File: config.mk
export PLATFORM = sky130hd
export DESIGN_NAME = uart_tx_scheduler
export DESIGN_NICKNAME = d
export VERILOG_FILES = /design/src/rtl/uart_tx_scheduler.sv
export SDC_FILE = /design/constraint.sdc
export NUM_CORES = 1
export LEC_CHECK = 0
export BUFFER_PORTS_ARGS = -buffer_cell sky130_fd_sc_hd__clkbuf_2
export CAP_MARGIN = 20
export CORE_ASPECT_RATIO = 0.5
export CORE_MARGIN = 5
export CORE_UTILIZATION = 58
export DETAILED_ROUTE_END_ITERATION = 10
export HOLD_SLACK_MARGIN = 0.08
export PLACE_DENSITY_LB_ADDON = 0.15
export RECOVER_POWER = 25
export SETUP_SLACK_MARGIN = 0.5
export SKIP_LAST_GASP = 1
export SLEW_MARGIN = 20
export SYNTH_ARGS = -nofsm -noshare
export SYNTH_HDL_FRONTEND = slang
export SYNTH_SLANG_ARGS = --single-unit
File: constraint.sdc
create_clock -name clk -period 4.22 [get_ports clk]
set_clock_uncertainty 0.15 [all_clocks]
set_input_delay 0.844 -clock clk [delete_from_list [all_inputs] [get_ports clk]]
set_output_delay 0.844 -clock clk [all_outputs]
set_load 0.03 [all_outputs]
File: src/rtl/uart_tx_scheduler.sv
// uart_tx_scheduler: shares one UART tx line among NUM_REQ byte producers using
// round-robin arbitration with an optional burst lock that keeps a packet contiguous.
module uart_tx_scheduler #(
    parameter int BAUD_RATE  = 19200,
    parameter int CLOCK_FREQ = 12000000,
    parameter int NUM_REQ    = 2,
    parameter int MAX_BURST  = 4
) (
    input  logic                       clk,
    input  logic                       rst_n,
    input  logic [NUM_REQ-1:0]         req_valid_i,
    input  logic [8*NUM_REQ-1:0]       req_data_i,
    input  logic [NUM_REQ-1:0]         req_last_i,
    output logic [NUM_REQ-1:0]         req_ready_o,
    output logic                       tx_o,
    output logic                       busy_o,
    output logic [$clog2(NUM_REQ)-1:0] grant_id_o
);
    localparam int DIV = CLOCK_FREQ / BAUD_RATE;
    localparam int GW  = $clog2(NUM_REQ);
    localparam int DW  = $clog2(DIV);
    localparam int BW  = $clog2(MAX_BURST + 1);
    localparam logic [1:0] IDLE  = 2'd0;
    localparam logic [1:0] START = 2'd1;
    localparam logic [1:0] DATA  = 2'd2;
    localparam logic [1:0] STOP  = 2'd3;

    logic [1:0]    state_q, state_d;
    logic [DW-1:0] div_q, div_d;
    logic [2:0]    bit_q, bit_d;
    logic [7:0]    shift_q, shift_d;
    logic [GW-1:0] grant_q, grant_d;
    logic [GW-1:0] rr_q, rr_d;
    logic [GW-1:0] win, cand;
    logic [BW-1:0] burst_q, burst_d;
    logic          lock_q, lock_d;
    logic          tx_q, tx_d;
    logic          busy_q;
    logic          cont, found, bit_end;
    int            idx;

    // A locked owner that is still valid wins outright; otherwise scan from rr_q with wrap.
    always_comb begin
        cont  = lock_q && req_valid_i[grant_q];
        found = cont;
        win   = grant_q;
        idx   = 0;
        cand  = '0;
        for (int i = 0; i < NUM_REQ; i++) begin
            idx  = int'(rr_q) + i;
            idx  = (idx >= NUM_REQ) ? idx - NUM_REQ : idx;
            cand = GW'(idx);
            if (!found && req_valid_i[cand]) begin
                found = 1'b1;
                win   = cand;
            end
        end
    end

    always_comb begin
        state_d     = state_q;
        div_d       = div_q + 1'b1;
        bit_d       = bit_q;
        shift_d     = shift_q;
        grant_d     = grant_q;
        rr_d        = rr_q;
        lock_d      = lock_q;
        burst_d     = burst_q;
        req_ready_o = '0;
        bit_end     = (div_q == DW'(DIV - 1));
        case (state_q)
            IDLE: begin
                div_d  = '0;
                lock_d = 1'b0;
                if (found && rst_n) begin
                    req_ready_o[win] = 1'b1;
                    shift_d          = req_data_i[8*int'(win) +: 8];
                    grant_d          = win;
                    rr_d             = (int'(win) == NUM_REQ - 1) ? '0 : win + 1'b1;
                    burst_d          = cont ? burst_q + 1'b1 : BW'(1);
                    lock_d           = !req_last_i[win] && (int'(burst_d) < MAX_BURST);
                    state_d          = START;
                end
            end
            START: begin
                if (bit_end) begin
                    div_d   = '0;
                    bit_d   = '0;
                    state_d = DATA;
                end
            end
            DATA: begin
                if (bit_end) begin
                    div_d   = '0;
                    shift_d = shift_q >> 1;
                    bit_d   = bit_q + 1'b1;
                    state_d = (bit_q == 3'd7) ? STOP : DATA;
                end
            end
            default: begin
                if (bit_end) begin
                    div_d   = '0;
                    state_d = IDLE;
                end
            end
        endcase
        // tx is registered from next-state values so the line moves on the same edge as the FSM.
        tx_d = (state_d == START) ? 1'b0 : (state_d == DATA) ? shift_d[0] : 1'b1;
    end

    always_ff @(posedge clk or negedge rst_n) begin
        if (!rst_n) begin
            state_q <= IDLE;
            div_q   <= '0;
            bit_q   <= '0;
            shift_q <= '0;
            grant_q <= '0;
            rr_q    <= '0;
            burst_q <= '0;
            lock_q  <= 1'b0;
            tx_q    <= 1'b1;
            busy_q  <= 1'b0;
        end else begin
            state_q <= state_d;
            div_q   <= div_d;
            bit_q   <= bit_d;
            shift_q <= shift_d;
            grant_q <= grant_d;
            rr_q    <= rr_d;
            burst_q <= burst_d;
            lock_q  <= lock_d;
            tx_q    <= tx_d;
            busy_q  <= (state_d != IDLE);
        end
    end

    assign tx_o       = tx_q;
    assign busy_o     = busy_q;
    assign grant_id_o = grant_q;
endmodule

* After elaboration in Yosys (flattened, before gate mapping) *
Cells that the tools add are included.

operators by class
  add/subtract/negate cells = 7
  $lt $le $gt $ge = 8
  equal/unequal tests = 9
  shift-type cells = 1
  mux-type cells = 37
  reduce and logical (&&, ||, !) cells = 16

operators by type and width
  cell                   number
  $mux 1                 20
  $mux 10                2
  $mux 8                 2
  $pmux 8 s2             1
  $shiftx 16x5->8        1
  $mux 2                 6
  $add 10x1->10 const B  1
  $eq 10x10->1 const B   1
  $mux 3                 3
  $lt 1x2->1 const B     4
  $add 3x1->3 const B    2
  $logic_and 1x1->1      6
  $ne 2x2->1 const B     3
  $pmux 2 s3             1
  $pmux 3 s2             1
  $reduce_and 3->1       2
  $reduce_bool 2->1      3
  $eq 2x1->1 const B     2
  $eq 2x2->1 const B     2
  $eq 3x3->1 const B     1
  $logic_not 1->1        3
  $lt 3x3->1 const B     1
  $add 1x1->2 const B    1
  $ge 1x2->1 const B     1
  7 further kinds        8

storage, ports and cells
  register bits = 31
  input port bits = 22
  output and inout bits = 5
  word-level logic and storage cells = 89

* Logic depth before layout (Yosys ltp) *
  depth after elaboration = 15
  mapped depth = 7
  depth with buffers taken out = 6

* Worst setup path before layout *
No wires, ideal clock.

  kind = input port to output port
  from = input req_valid_i[1]
  to = output req_ready_o[0]
  arrival time = 1.951 ns
  data required time = 3.226 ns
  path slack = 1.275 ns
  cell stages on the path = 4
  buffers on the path = 1
  path through = a21boi_0 o2bb2ai_1 buf_1 and2_1

on the way
  longest elaborated chain between the ends = 15
  elaborated cells between the ends (all ways) = 23
  classes of those cells = order compare (2); mux (14); reduce/logical (7)

ends and longest elaborated chain
  what                                                            line  RTL
  start, declared                                                 11    input logic [NUM_REQ-1:0] req_valid_i,
  $mux 1 (not written as such) (2 in series)                      44    cont = lock_q && req_valid_i[grant_q];
  $logic_and 1x1->1                                               44
  $logic_not 1->1                                                 53    if (!found && req_valid_i[cand]) begin
  $logic_and 1x1->1                                               53
  $mux 1                                                          53
  $logic_not 1->1                                                 53
  $logic_and 1x1->1                                               53
  $mux 1                                                          53
  $lt 1x2->1 (not written as such) or $ge 1x1->1 (tied branches)  76    req_ready_o[win] = 1'b1;
  $logic_and 1x1->1 (not written as such)                         76
  $mux 1 (not written as such)                                    76
  $demux 1 s1                                                     76
  $mux 2 (*)                                                      75    if (found && rst_n) begin
  $mux 2 (*)                                                      71    case (state_q)
  end, declared                                                   14    output logic [NUM_REQ-1:0] req_ready_o,

Every way passes the cells marked *; elsewhere a longest branch is shown, timed or not. The select of a mux whose other input is x is not followed.

* Worst setup path in the final report *
  from = input rst_n
  to = output req_ready_o[1]

on the way
  longest elaborated chain between the ends = 3

ends and longest elaborated chain
  what               line  RTL
  start, declared    10    input logic rst_n,
  $logic_and 1x1->1  75
  $mux 2             75
  $mux 2             71

Every way passes these cells.

==> results.md <==
- Status: finished clean
- Initial drt markers: 67
- Die height: 48.0 um
- Yosys reg bits: 31
- Number of remaining DRC errors: 0
- Fmax: 0.281 GHz
- Port-buffer cells: 26
- Post-route design area: 0.00196 mm^2
- Slew HR: 0.325
- Area Growth Syn to Fin: 16.8%
- Die Area: 0.00414 mm^2
- Diodes inserted: 0
- Pleak: 0.931 nW
- Worst setup margin: 665 ps
- Post-CTS setup buffer count: 0
- CTS resizes: 0
- PD cells: 326 mW/mm^2
- Rows: 13
- Wire length per cell: 14.1 um
- Cts bufs inserted: 5
- Ports: 27
- CTS H-Tree Depth: 2
- CTS tree: yes
- Maximum VDD drop: 260 uV
- Worst path arrival time: 2560 ps
- Buf/Inv on CP: 2
- Final period util: 0.842
- Crit end category: output pin
- Remaining antenna violation count: 0
- Final setup fails: 0
- TritonRoute pass-1 iters: 4
- Fraction of layout cells with a size suffix above 1: 0.190
- Req. time, crit path: 3230 ps
- Setup crit start kind: input pin
- Final Util: 0.731
- Worst path cell trace: clkbuf_1, o21a_1, nand2_1, nor2_1, clkbuf_2
- Worst setup path class: input pin to output pin
- Grt total ovfl: 0
- Hold path depth: 2
- Pin count of the biggest net entering global routing: 20
- CTS root buffer: clkbuf_8
- Core area: 0.00268 mm^2
- Post-place setup slack: 963 ps
- Syn nets: 203
- Max Slew Vio Count: 0
- CP delay by family, top: buffers and inverters
- Worst hold path class: register to register
- Unrepaired setup endpoints after global routing: false
- Synth Instances: 176
- Hold_ws: 338 ps
- Tot GR Track Use: 0.190
- Clock transition at the registers of the reported paths: 60 ps
- Cell Area, Placed: 0.00185 mm^2
- Crit Path Max Fanout: 19
- Placed insts: 234
- Endpoints failing hold: 0
- Clock buffer depth: 2
- Hold Buf Count CTS: 0
- Initial Util: 0.626
- Final WL: 3.42 mm
- Post-layout min period: 3550 ps
- PnR Total Power: 0.639 mW
- Number of max-cap violations: 0
- Mean post-synth cell area: 9.54 um^2
- Critical path's largest stage delay: 580 ps
- Final Non-Filler Cells: 242
- First-pass GRT wire length: 5.82 mm
- Worst skew pair latency: 280 ps
- Sequential element share of the synthesized area: 0.463
- Warnings, synthesis: 0
- CP max stage cell: clkbuf_1
- Slew @ Worst Pin: 1000 ps
- Die extent in x: 86.1 um
- TNS Setup: 0 ps
- Global placer's final weighted congestion: 0.802
- Number of global-route vias before repair: 1298
- Cell Area, Synth: 0.00168 mm^2
- Synth cell types: 40
- Total number of vias: 1353
- Clk sink count: 31
- Fin nets: 231
- Vias/cell: 5.59
- Initial antenna violation count: 0
- R2R depth: 3
- Dpl hpwl: 2.53 mm
- CP Depth: 5
[worst paths after layout]
path,slack [ps],start,endpoint
worst max-delay path,670,rst_n,req_ready_o[1]
worst min-delay path,340,shift_q[7],shift_q[6]
worst max register to register,1740,div_q[3],shift_q[2]
worst min register to register,340,shift_q[7],shift_q[6]
max in group asynchronous,2090,rst_n,div_q[9]
min in group asynchronous,470,rst_n,div_q[5]
[where the power goes]
| group | total [mW] | leakage, nW | internal [mW] | switching [mW] |
|---|---|---|---|---|
| logic | 0.0365 | 0.501 | 0.0161 | 0.0203 |
| clock network | 0.301 | 0.0612 | 0.191 | 0.111 |
| registers | 0.301 | 0.369 | 0.299 | 0.00193 |
| total | 0.639 | 0.931 | 0.506 | 0.133 |
[synthesized netlist by cell type (all sizes together)]
cell | instances | area [um^2]
o41a | 1 | 11.3
mux2i | 9 | 90.1
nor2b | 2 | 12.5
inv | 3 | 11.3
dfstp | 1 | 26.3
o221ai | 6 | 52.6
and3b | 1 | 8.76
nor2 | 24 | 90.1
o21ai | 6 | 30.0
or2 | 1 | 6.26
ha | 5 | 62.6
nand2b | 4 | 25.0
nor3b | 1 | 7.51
o21a | 1 | 7.51
nand2 | 25 | 93.8
nand3b | 1 | 7.51
nor4 | 2 | 12.5
o311a | 2 | 20.0
nand4 | 3 | 18.8
xnor2 | 7 | 61.3
nand3 | 7 | 35.0
o2bb2ai | 1 | 8.76
xor2 | 3 | 26.3
a22o | 5 | 43.8
a311o | 2 | 20.0
dfrtp | 30 | 751
o22ai | 1 | 6.26
a21boi | 1 | 7.51
buf | 3 | 13.8
and3 | 2 | 12.5
clkbuf | 4 | 15.0
or4b | 1 | 13.8
or3 | 1 | 6.26
a31oi | 1 | 6.26
and2 | 3 | 18.8
nor3 | 3 | 20.0
nor4b | 1 | 8.76
a21oi | 2 | 10.0
[area by class of cell]
type / count / area, um^2
clock inverter: 2 / 35.0
tap: 37 / 46.3
multi-input combinational: 135 / 868
timing repair buffer: 28 / 140
inverter: 3 / 11.3
fill: 212 / 723
clock buffer: 6 / 82.6
sequential: 31 / 777
[worst register-to-register path: cells and delay by family, from the launching register on]
family          cells  cell delay [ps]
compound gates      1              260
flops               1              440
simple gates        2             1450
[kinds of logic after synthesis]
group                    count (synthesis)  synth area share
flip-flops                              31             0.463
adder cells (fa/ha/maj)                  5            0.0373
AND/OR/NAND/NOR                         82             0.237
multiplexers                             9            0.0537
AO/OA/AOI/OAI                           29             0.133
buffers and inverters                   10            0.0238
XOR/XNOR                                10            0.0522
[registers in the layout (all words and copies together), names as in the netlist, 2 cells and up]
register	flops
burst_q	3
div_q	10
shift_q	8
bit_q	3
state_q	2
[per-layer routing]
layer,GRT usage,part of all wire,up-vias
li1,-,-,681
met1,0.227,0.47,647
met2,0.332,0.47,18
met3,0.0584,0.041,7
met4,0.0820,0.015,0
met5,0,0,-
[placed cells by master, fill, tap and decap left out, drive strengths merged, types with 6 or more instances in the layout]
cell and count:
clkbuf 33, dfrtp 30, nand2 25, nor2 24, mux2i 9, xnor2 7
nand3 7, o21ai 6, o221ai 6
Power figures use the tool's default switching activity.
